`src/rtl/bool_share_n8.sv`:
```
// Serial Boolean masking encoder: splits one cleartext word into N_SHARES
// Boolean shares whose XOR equals the input. One fresh random word is
// consumed per GEN cycle.
module bool_share_n8 #(
    parameter int unsigned K_WIDTH   = 32,
    parameter int unsigned N_SHARES  = 8,
    parameter int unsigned MASKWIDTH = K_WIDTH * N_SHARES
) (
    input  logic                 clk,
    input  logic                 rst,
    input  logic                 ena,
    input  logic                 dvld,
    input  logic [K_WIDTH-1:0]   i_x,
    output logic                 ready,
    input  logic [K_WIDTH-1:0]   rnd,
    output logic                 rnd_req,
    output logic [MASKWIDTH-1:0] o_z,
    output logic                 ovld
);

    localparam int unsigned CNT_W = $clog2(N_SHARES);
    localparam logic [CNT_W-1:0] CNT_LAST = CNT_W'(N_SHARES - 2);
    localparam logic [CNT_W-1:0] IDX_TOP  = CNT_W'(N_SHARES - 1);

    typedef enum logic [1:0] {
        IDLE = 2'd0,
        GEN  = 2'd1,
        DONE = 2'd2
    } state_t;

    state_t                                state, state_nxt;
    logic [CNT_W-1:0]                      cnt, cnt_nxt;
    logic [K_WIDTH-1:0]                    acc, acc_nxt;
    logic [N_SHARES-1:0][K_WIDTH-1:0]      sh, sh_nxt;
    logic [MASKWIDTH-1:0]                  oz_nxt;
    logic                                  ovld_nxt;

    // Handshake outputs decoded straight from the state
    assign ready   = (state == IDLE);
    assign rnd_req = (state == GEN) && ena;

    // State and datapath registers; async reset also discards any partial encoding
    always_ff @(posedge clk or posedge rst) begin
        if (rst) begin
            state <= IDLE;
            cnt   <= '0;
            acc   <= '0;
            sh    <= '0;
            o_z   <= '0;
            ovld  <= 1'b0;
        end else begin
            state <= state_nxt;
            cnt   <= cnt_nxt;
            acc   <= acc_nxt;
            sh    <= sh_nxt;
            o_z   <= oz_nxt;
            ovld  <= ovld_nxt;
        end
    end

    // Next-state and datapath; everything holds while ena is low
    always_comb begin
        state_nxt = state;
        cnt_nxt   = cnt;
        acc_nxt   = acc;
        sh_nxt    = sh;
        oz_nxt    = o_z;
        ovld_nxt  = ovld;
        if (ena) begin
            case (state)
                IDLE: begin
                    if (dvld) begin
                        acc_nxt   = i_x;
                        cnt_nxt   = '0;
                        state_nxt = GEN;
                    end
                end
                GEN: begin
                    sh_nxt[cnt] = rnd;
                    if (cnt == CNT_LAST) begin
                        // Last share closes the XOR; publish the whole bank at once
                        sh_nxt[IDX_TOP] = acc ^ rnd;
                        oz_nxt          = MASKWIDTH'(sh_nxt);
                        acc_nxt         = '0;
                        cnt_nxt         = '0;
                        ovld_nxt        = 1'b1;
                        state_nxt       = DONE;
                    end else begin
                        acc_nxt = acc ^ rnd;
                        cnt_nxt = cnt + CNT_W'(1);
                    end
                end
                DONE: begin
                    ovld_nxt  = 1'b0;
                    state_nxt = IDLE;
                end
                default: begin
                    state_nxt = IDLE;
                end
            endcase
        end
    end

endmodule

```
`config.mk`:
```
export PLATFORM = sky130hd
export DESIGN_NAME = bool_share_n8
export DESIGN_NICKNAME = d
export VERILOG_FILES = /design/src/rtl/bool_share_n8.sv
export SDC_FILE = /design/constraint.sdc
export NUM_CORES = 1
export LEC_CHECK = 0
export ABC_AREA = 1
export BUFFER_PORTS_ARGS = -buffer_cell sky130_fd_sc_hd__buf_2
export CORE_ASPECT_RATIO = 1.2
export CORE_MARGIN = 3
export CORE_UTILIZATION = 52
export CTS_CLUSTER_DIAMETER = 60
export DETAILED_ROUTE_END_ITERATION = 8
export PLACE_DENSITY = 0.78
export SETUP_SLACK_MARGIN = 0.4
export SLEW_MARGIN = 10
export SYNTH_ARGS = -nofsm -noshare
export SYNTH_HDL_FRONTEND = slang
export SYNTH_SLANG_ARGS = --single-unit
export TNS_END_PERCENT = 100
```
`constraint.sdc`:
```
create_clock -name clk -period 15.67 [get_ports clk]
set_input_delay 1.567 -clock clk [delete_from_list [all_inputs] [get_ports clk]]
set_output_delay 1.567 -clock clk [all_outputs]
set_load 0.1 [all_outputs]
```
**Yosys cells after proc, flatten, opt, wreduce, memory -nomap -nowiden**

Cells that the tools add are included.
Widths: inputs -> output; s select.

- Logic and storage cells: 47
- Register bits after elaboration: 550
- Input bits: 68
- Output and inout port bits: 259

- Equality and inequality tests: 5
- Magnitude comparators: 2
- Bitwise logic cells: 1
- Muxes and demuxes: 15
- Add/subtract/negate cells: 1
- Reductions and logical operators: 10

Operators with widths:

| kind | number |
|---|---|
| $bwmux 256 | 1 |
| $mux 32 | 4 |
| $demux 32 s3 | 1 |
| $pmux 32 s2 | 1 |
| $xor 32x32->32 | 1 |
| $reduce_and 3->1 | 4 |
| $mux 3 | 2 |
| $pmux 3 s2 | 1 |
| $lt 3x4->1 const B | 1 |
| $mux 2 | 2 |
| $pmux 2 s2 | 1 |
| $reduce_bool 2->1 | 2 |
| $add 3x1->3 const B | 1 |
| $eq 3x3->1 const B | 1 |
| $ge 3x1->1 const B | 1 |
| $eq 2x1->1 const B | 1 |
| $eq 2x2->1 const B | 1 |
| $logic_and 1x1->1 | 2 |
| $logic_not 2->1 | 1 |
| $ne 2x1->1 const B | 1 |
| $ne 2x2->1 const B | 1 |
| $pmux 1 s2 | 1 |
| $reduce_and 2->1 | 1 |
| $mux 1 | 1 |

**Longest topological paths before layout**

Gate-level depths: netlist of run 1.

- Depth in word-level cells: 6
- Depth in mapped cells: 10
- Depth with buffers taken out: 7

**Least setup slack after synthesis of run 1**

OpenSTA, ideal clock, no wires.

- Kind: input-to-output
- Start point: input ena
- End point: output rnd_req
- Arrival: 2.778 ns
- Slack: 11.325 ns
- Stages: 6
- Buffers on the path: 4
- Data required time: 14.103 ns
- Cells stage by stage: clkbuf_1 -> nand2_2 -> inv_1 -> buf_2 -> buf_4 -> buf_2

- Longest elaborated chain between the ends: 1

RTL lines:

| element | line | source |
|---|---|---|
| from (decl) | 11 | `input logic ena,` |
| $logic_and 1x1->1 | 40 | `assign rnd_req = (state == GEN) && ena;` |
| to (decl) | 16 | `output logic rnd_req,` |

No other way between the ends.

**Worst setup path in the final report of run 1**

- Start point: register state[0]
- End point: output rnd_req

- Longest elaborated chain between the ends: 2

RTL lines:

| element | line | source |
|---|---|---|
| from (decl) | 31 | `state_t state, state_nxt;` |
| from (signal assigned) | 52 | `state <= state_nxt;` |
| $eq 2x1->1 | 40 |  |
| $logic_and 1x1->1 | 40 |  |

No other way between the ends.

==> results.py, run 1 <==
metrics = {
    "worst_setup_path": {
        "arrival_ps": 3900,
        "regToRegEndpoint": "sh[0]",
        "path_class": "flip-flop to output pin",
        "cp-end-kind": "output pin",
        "start_kind": "flip-flop",
        "cp_max_fo": 104,
        "r2r_start": "state[0]",
        "required_ps": 14100,
        "reg2reg_depth": 7,
        "r2r_slack_ps": 11620,
    },
    "drt": {
        "wirelength_mm": 64.8,
        "post_drt_wl_per_cell_um": 17.6,
        "drtAntennaViolNets": 0,
        "drtIter0Drc": 2071,
        "route.detailed.drc": 0,
        "drt-vias-per-instance": 5.39,
        "drt-pass1-iter-count": 6,
        "vias": 19900,
    },
    "cts": {
        "path_clk_slew_ps": 60,
        "cts_buffers": 48,
        "post_cts_buffers": 0,
        "root_buffer": "clkbuf_16",
        "clockBufferDepth": 3,
        "cts_tree": "built",
        "cts-htree-levels": 2,
        "cts_hold_buf": 0,
        "cts_resized": 0,
        "cts_sinks": 486,
        "clk_latency_ps": 580,
    },
    "final_layout": {
        "area_growth_pct": 15.7,
        "drive_above_1_share_pct": 13.9,
        "finalInstanceArea_um2": 25300,
        "nets": 3177,
    },
    "synth": {
        "synthDistinctLibCells": 21,
        "synthTopCellsByCount": "nand2_1, dfrtp_1, nand3_1, inv_1, nor2_1",
        "yosys_warnings": 0,
        "ys_ff_latch": 486,
        "yosysTopAreaCellShare_pct": 55.6,
        "synth_cells": 2871,
        "synth_edf_count": 0,
        "yosysMostFrequentCell": "nand2_1",
        "yosys-top-cells-area": "dfrtp_1, nand2_1, nand3_1",
        "yosysSeqAreaShare_pct": 55.6,
        "synth_top_flop_cell": "dfrtp_1",
        "avgSynthCellArea_um2": 7.61,
        "yosysTopAreaCell": "dfrtp_1",
        "async_reset_ff_share_pct": 100,
        "mappedNetlistNets": 2939,
        "syn_area_um2": 21900,
    },
    "power_and_ir_drop": {
        "p_total_uw": 4660,
        "power.switching_uw": 2020,
        "power.leakage_uw": 0.0152,
        "pwr-share-comb_pct": 36.5,
        "pwr-share-seq_pct": 38.2,
        "power_density_nw_per_um2": 184,
        "swShare_pct": 43.3,
        "p_int_uw": 2650,
        "clkPwrFrac_pct": 25.3,
        "ir_drop_v": 0.000128,
    },
    "sta": {
        "worst_pin_slew_ps": 1240,
        "setup_viol_count_final": 0,
        "rsz0062_at_grt": "no",
        "final.setup.worst_slack_ps": 10210,
        "slew_viol_final": 0,
        "finalSetupTns_ps": 0,
        "fin_crit_ps": 5460,
        "skew_ps": 26.0,
        "final_hold_viol_count": 0,
        "fin_crit_sh_pct": 34.9,
        "fmax_mhz": 183,
        "slew-limit-headroom_pct": 17.6,
    },
    "min_path": {
        "hold_class": "flip-flop to flip-flop",
        "min_path_cells": 2,
        "holdPathEnd": "o_z[226]",
        "hp-start": "o_z[226]",
    },
    "die": {
        "rows": 81,
        "dieArea_um2": 44500,
        "core_area_um2": 41100,
        "die_h_um": 231,
        "die_w_um": 193,
        "initial_core_util_pct": 53.1,
        "io-pin-count": 327,
    },
    "place": {
        "pre_cts_slack_ps": 10570,
        "io_buffers": 326,
        "hpwl_mm": 41.5,
        "placed_cell_area_um2": 23700,
        "gp_congestion": 0.869,
    },
    "run": {
        "maxCapViolCount": 0,
    },
    "grt": {
        "grtUsageTotal_pct": 29.1,
        "overflow": 0,
        "antenna_found_initial": 6,
        "first_global_vias": 19400,
        "grt_first_pass_wirelength_mm": 103,
        "grt_max_degree": 257,
    },
    "status": {
        "outcome": "completed",
    },
}
[area by class of cell]
cell class	count	area, um2
Tap cell	539	674
Timing Repair Buffer	344	1790
Antenna cell	3	7.51
Multi-Input combinational cell	2011	8210
Clock inverter	16	180
Fill cell	3682	15900
Inverter	218	838
Sequential cell	486	12200
Clock buffer	72	1420
[worst max-delay path, stage by stage, from the launching register on]
cell and delay, ps:
dfrtp_1 800, inv_2 140, nor2_4 460, nand2_8 510, inv_6 760, buf_2 570
[power by group through the flow]
stage,registers [uW],logic [uW],clock network (uW)
after global routing,1810,1870,1250
after detailed placement,1790,1680,0
after floorplan,2220,886,0
after CTS,1770,1700,1190
final,1780,1700,1180
after global placement,1770,1620,0
[cell usage in the layout, fill, tap and decap left out, types with 2 or more instances in the layout]
cell / n
nand2_1: 1498
dfrtp_1: 486
buf_2: 326
nand3_1: 305
inv_1: 211
nor2_1: 82
o21ai_0: 67
clkbuf_16: 49
a21oi_1: 30
xor2_1: 17
buf_4: 16
clkbuf_1: 12
clkbuf_8: 11
clkinv_2: 6
inv_6: 4
nor2_2: 4
diode_2: 3
inv_2: 3
nor2_4: 3
inv_8: 3
bufinv_16: 3
clkinvlp_4: 3
buf_12: 2
[kinds of logic after synthesis]
logic type | count (synthesis) | synth area share [%]
and+or+nand+nor | 1896 | 34.5
DFF | 486 | 55.6
AOI/OAI and AO/OA | 98 | 2.24
xor gates and xnor gates | 17 | 0.681
buffers and inverters | 374 | 6.97
[flip-flops by register name, indices dropped and copies added, names as in the netlist]
register  flops
o_z         256
ovld          1
cnt           3
sh          192
acc          32
state         2
[metrics by stage]
stage / instances / hold WS [ps] / util [%]
finish: 3689 / 466 / 61.5
global route: 3686 / 480 / 61.4
CTS: 3686 / 468 / 61.4
detailed placement: 3598 / 453 / 57.5
global placement: 3598 / 451 / 57.5
floorplan: 2871 / 449 / -
[how the worst max path moves through the flow]
stage / from / to / slack [ps] / depth (start not counted)
2_1_floorplan: rst / acc[0] / 540 / 1
3_3_place_gp: ena / rnd_req / 10580 / 4
3_5_place_dp: ena / rnd_req / 10570 / 4
4_1_cts: state[0] / rnd_req / 10250 / 5
5_1_grt: state[0] / rnd_req / 9980 / 5
6_report: state[0] / rnd_req / 10210 / 5
[routing by layer]
| layer | part of all wire (%) | wire, um | track usage (%) |
|---|---|---|---|
| met1 | 40 | 25800 | 38.7 |
| met2 | 47 | 30800 | 47.0 |
| met3 | 8.9 | 5760 | 6.27 |
| met4 | 3.8 | 2460 | 11.0 |
| met5 | 0.077 | 50 | 0 |
Power figures use the tool's default switching activity.
==> inputs of run 2 (changes only) <==
CORE_UTILIZATION = 57   (was 52)
PLACE_DENSITY = 0.81   (was 0.78)
clock period = 5.7 ns   (was 15.67 ns; I/O delays follow)
==> run 2 against run 1 <==
Effect of this change: global-route usage rose by 2.2 points; critical path depth stayed put; sequential share of layout area rose by 0.15 points; total power rose to 2.7 times the previous value; utilization up 6.0 points; via count increased by 0.50%; cell count shrank 1.9%; combinational power increased to 2.8 times the previous value; count of clock-buffer cells in the layout rose by 1; non-clock buffer count down 1; flip-flop and latch count unchanged; register-to-register slack got worse by 9700 ps; critical path type unchanged; critical endpoint unchanged; largest power group unchanged.
==> results.py, run 2 (synthesis gave the netlist of run 1 again) <==
metrics = {
    "status": {
        "outcome": "completed",
    },
    "sta": {
        "fmax_mhz": 249,
        "final_hold_viol_count": 0,
        "fin_crit_sh_pct": 70.6,
        "fin_crit_ps": 4020,
        "slew_viol_final": 0,
        "setup_viol_count_final": 0,
        "skew_ps": 9.30,
        "worst_pin_slew_ps": 1250,
        "slew-limit-headroom_pct": 16.8,
        "rsz0062_at_grt": "no",
    },
    "drt": {
        "route.detailed.drc": 0,
        "drt-vias-per-instance": 5.52,
        "drt-pass1-iter-count": 8,
        "drtAntennaViolNets": 0,
        "drtIter0Drc": 2137,
        "wirelength_mm": 63.8,
        "vias": 20000,
        "post_drt_wl_per_cell_um": 17.6,
    },
    "worst_setup_path": {
        "reg2reg_depth": 7,
        "slowest_stage": "dfrtp_1",
        "regToRegEndpoint": "o_z[81]",
        "path_class": "flip-flop to output pin",
        "cp_max_fo": 81,
        "start_kind": "flip-flop",
        "startpoint": "state[0]",
        "cpPeakStageDelay_ps": 780,
        "arrival_ps": 3450,
        "cp-end-kind": "output pin",
        "r2r_slack_ps": 1910,
        "crit_chain": "inv_2 -> nor2_4 -> nand2_8 -> inv_6 -> buf_2",
        "critPathCapture": "rnd_req",
        "required_ps": 5130,
        "r2r_start": "state[0]",
    },
    "cts": {
        "clockBufferDepth": 3,
        "cts_tree": "built",
        "root_buffer": "clkbuf_16",
        "clk_latency_ps": 550,
        "post_cts_buffers": 0,
        "cts_resized": 0,
        "cts_sinks": 486,
        "cts_hold_buf": 0,
        "cts_buffers": 48,
        "cts-htree-levels": 2,
        "path_clk_slew_ps": 70,
    },
    "run": {
        "maxCapViolCount": 0,
    },
    "die": {
        "die_w_um": 185,
        "core_area_um2": 37400,
        "dieArea_um2": 40700,
        "io-pin-count": 327,
        "rows": 77,
        "die_h_um": 221,
        "initial_core_util_pct": 58.5,
    },
    "grt": {
        "grtUsageTotal_pct": 31.3,
        "grt_max_degree": 257,
        "first_global_vias": 19600,
        "overflow": 0,
        "grt_use_met3_pct": 7.33,
        "grt_util_met1_pct": 41.7,
        "antenna_found_initial": 2,
        "top_usage_layer": "met2",
        "grt_first_pass_wirelength_mm": 102,
        "use_met2_pct": 49.8,
    },
    "power_and_ir_drop": {
        "ir_drop_v": 0.000295,
        "p_total_uw": 12800,
        "power.leakage_uw": 0.0152,
        "power_density_nw_per_um2": 508,
    },
    "final_layout": {
        "finalInstanceArea_um2": 25200,
        "largest_reg_flops": 256,
        "drive_above_1_share_pct": 13.8,
        "antenna_cells": 0,
        "most-common-layout-cells": "nand2_1, dfrtp_1, buf_2",
        "final_core_util_pct": 67.4,
        "layout.cells.most_common": "nand2_1",
        "regMostFlops": "o_z",
        "top_regs": "o_z (256), sh (192), acc (32)",
        "nets": 3176,
        "n_fill_cell": 3085,
        "area_growth_pct": 15.3,
    },
    "place": {
        "placed_cell_area_um2": 23600,
        "hpwl_mm": 40.6,
        "io_buffers": 326,
        "gp_congestion": 0.899,
    },
    "min_path": {
        "hold_class": "input pin to async pin",
    },
}
[run 2: cell types whose count changed in the layout (fill, tap and decap cells not counted), moves of 2 or more]
cell | previous run | this run
buf_4 | 16 | 13
diode_2 | 3 | 0
nand2_1 | 1498 | 1496
inv_6 | 4 | 1
clkinv_2 | 6 | 9
nand2_2 | 0 | 2
buf_12 | 2 | 4
inv_8 | 3 | 1
[run 2: per-stage QoR]
stage                     std cells  hold WS (ps)  TNS (ps)  worst slack, ps
after detailed placement       3532           456         0             2080
after global routing           3619           292         0             1550
after global placement         3532           450         0             2170
after floorplan                2871           449   -708910            -1460
final                          3619           235         0             1680
after CTS                      3619           267         0             1720
[run 2: power by group]
| group | internal [uW] | switching (uW) | leakage [uW] |
|---|---|---|---|
| combinational | 1050 | 3650 | 0.00786 |
| clock | 1900 | 1320 | 0.000790 |
| sequential | 4360 | 531 | 0.00653 |
[run 2: worst min path at each step]
stage / from / endpoint / slack [ps]
2_1_floorplan: sh[158] / sh[158] / 450
3_3_place_gp: o_z[228] / o_z[228] / 450
3_5_place_dp: o_z[246] / o_z[246] / 460
4_1_cts: rnd[19] / o_z[211] / 270
5_1_grt: rnd[6] / o_z[198] / 290
6_report: rst / sh[55] / 230
[run 2: area by class of cell]
type / count / area, um2 / area share [%]
clock buffer: 73 / 1430 / 5.66
tap: 474 / 593 / 2.35
clock inverter: 14 / 173 / 0.685
timing repair buffer: 343 / 1810 / 7.18
multi-input combinational: 2011 / 8210 / 32.6
sequential: 486 / 12200 / 48.2
inverter: 218 / 835 / 3.31
[run 2: routing by layer]
layer	vias to the layer above	wire length, um
met5	-	27
met4	4	2640
met3	175	6100
met2	928	29700
met1	9605	25300
li1	9255	-
[run 2: worst max-delay path: cells and delay by family, from the launching register on]
| family | cells | cell delay (ps) |
|---|---|---|
| flip-flops | 1 | 780 |
| AND/OR/NAND/NOR | 2 | 920 |
| buffers and inverters | 3 | 1110 |
==> inputs of run 3 (changes only) <==
CORE_UTILIZATION = 52   (was 57)
PLACE_DENSITY = 0.78   (was 0.81)
clock period = 3.6 ns   (was 5.7 ns; I/O delays follow)
==> run 3 against run 2 <==
Effect of this change: the flow now finishes with violations (max-slew violations); register-to-register slack worse by 1200 ps; count of clock-buffer cells in the layout fell by 5; critical endpoint is now o_z[128]; critical path depth up 3; global-route usage decreased by 2.1 points; combinational power up 60%; die area is 9.3% higher; clock skew is 2.6 ps higher.
==> results.py, run 3 (synthesis gave the netlist of run 1 again) <==
metrics = {
    "sta": {
        "fin_crit_ps": 2930,
        "rsz0062_at_grt": "no",
        "final_hold_viol_count": 0,
        "slew_viol_final": 130,
        "slew-limit-headroom_pct": -9.91,
        "worst_pin_slew_ps": 1650,
        "skew_ps": 11.9,
        "setup_viol_count_final": 0,
        "fmax_mhz": 342,
        "fin_crit_sh_pct": 81.3,
    },
    "die": {
        "die_h_um": 231,
        "io-pin-count": 327,
        "initial_core_util_pct": 53.1,
        "core_area_um2": 41100,
        "rows": 81,
        "dieArea_um2": 44500,
        "die_w_um": 193,
    },
    "grt": {
        "first_global_vias": 19200,
        "overflow": 0,
        "grt_first_pass_wirelength_mm": 103,
        "use_met2_pct": 46.3,
        "grt_max_degree": 257,
        "grt_util_met1_pct": 40.3,
        "grtUsageTotal_pct": 29.2,
        "top_usage_layer": "met2",
        "grt_use_met3_pct": 5.85,
        "antenna_found_initial": 7,
    },
    "power_and_ir_drop": {
        "ir_drop_v": 0.000577,
        "power_density_nw_per_um2": 794,
        "power.leakage_uw": 0.0152,
    },
    "worst_setup_path": {
        "start_kind": "flip-flop",
        "startpoint": "state[0]",
        "required_ps": 4080,
        "cp-end-kind": "flip-flop",
        "path_class": "flip-flop to flip-flop",
        "r2r_start": "state[0]",
        "regToRegEndpoint": "o_z[128]",
        "critPathCapture": "o_z[128]",
        "arrival_ps": 3410,
        "cp_max_fo": 256,
        "r2r_slack_ps": 670,
        "reg2reg_depth": 8,
    },
    "final_layout": {
        "top_regs": "o_z (256), sh (192), acc (32)",
        "most-common-layout-cells": "nand2_1, dfrtp_1, buf_2",
        "area_growth_pct": 16.1,
        "fin_cells": 3691,
        "largest_reg_flops": 256,
        "layout.cells.most_common": "nand2_1",
        "final_core_util_pct": 61.7,
        "nets": 3187,
        "drive_above_1_share_pct": 14.0,
        "regMostFlops": "o_z",
    },
    "cts": {
        "cts_tree": "built",
        "cts_sinks": 486,
        "post_cts_buffers": 0,
        "cts-htree-levels": 2,
        "path_clk_slew_ps": 60,
        "clk_latency_ps": 560,
        "root_buffer": "clkbuf_16",
        "cts_buffers": 47,
        "clockBufferDepth": 3,
    },
    "place": {
        "gp_congestion": 0.864,
        "hpwl_mm": 41.9,
        "io_buffers": 326,
        "place_inst": 3608,
    },
    "min_path": {
        "hold_class": "input pin to flip-flop",
    },
    "drt": {
        "wirelength_mm": 64.9,
        "drtAntennaViolNets": 0,
        "route.detailed.drc": 0,
        "drt-pass1-iter-count": 6,
        "post_drt_wl_per_cell_um": 17.6,
        "drt-vias-per-instance": 5.38,
        "drtIter0Drc": 1938,
        "vias": 19900,
    },
    "status": {
        "outcome": "finished with violations",
        "violations": "max-slew violations",
    },
    "run": {
        "maxCapViolCount": 0,
    },
}
-- run 3: changes by cell type in the layout (fill, tap and decap cells not counted), moves of 2 or more --
| cell | delta |
|---|---|
| buf_12 | +4 |
| buf_4 | +8 |
| clkbuf_1 | -3 |
| clkbuf_8 | -2 |
| diode_2 | +2 |
-- run 3: area by class of cell --
class                           instances  area, um2
Fill cell                            3603      15800
Tap cell                              539        674
Inverter                              218        853
Antenna cell                            2       5.00
Sequential cell                       486      12200
Clock buffer                           68       1390
Clock inverter                         12        139
Multi-Input combinational cell       2011       8210
Timing Repair Buffer                  355       1950
-- run 3: metrics by stage --
stage               hold WS (ps)  setup slack, ps  setup TNS [ps]  area [um2]  total power (uW)
CTS                         53.1              605               0       25400             20200
global route                83.4              584               0       25400             21400
global placement             419              758               0       23800             14900
finish                      84.3              674               0       25400             20200
detailed placement           426              635               0       23800             15200
floorplan                    449            -3350        -1627450       21900             13500
-- run 3: worst max-delay path: stages (launching register included) --
cell	delay, ps
dfrtp_1	320
buf_4	240
inv_2	90
nor2_4	150
nand2_8	220
nor2_4	230
buf_12	510
nand3_1	270
nand2_1	150
-- run 3: how the worst min path moves through the flow --
stage                to    start  cells past startpoint  slack [ps]
3_3_place_gp    o_z[89]      rst                      2         420
2_1_floorplan   sh[158]  sh[158]                      2         450
3_5_place_dp    o_z[89]      rst                      2         430
5_1_grt        o_z[211]  rnd[19]                      3          80
4_1_cts        o_z[211]  rnd[19]                      3          50
6_report       o_z[211]  rnd[19]                      3          80
-- run 3: where the power goes --
group	leakage (uW)	switching, uW	total [uW]	internal [uW]
logic	0.00794	5800	7520	1720
clock network	0.000758	2060	4940	2880
registers	0.00653	812	7710	6900
total	0.0152	8680	20200	11500
-- run 3: routing by layer --
layer  routed length (um)  up-vias
li1                     -     9256
met1                26200     9534
met2                30500      914
met3                 6020      138
met4                 2110       10
met5                   55        -
-- run 3: repair_timing --
action | 4_1_cts | 5_1_grt
setup endpoints to repair | 0 | 4
gates resized for setup | 0 | 2
hold endpoints to repair | 15 | 0
hold buffers | 1 | 0
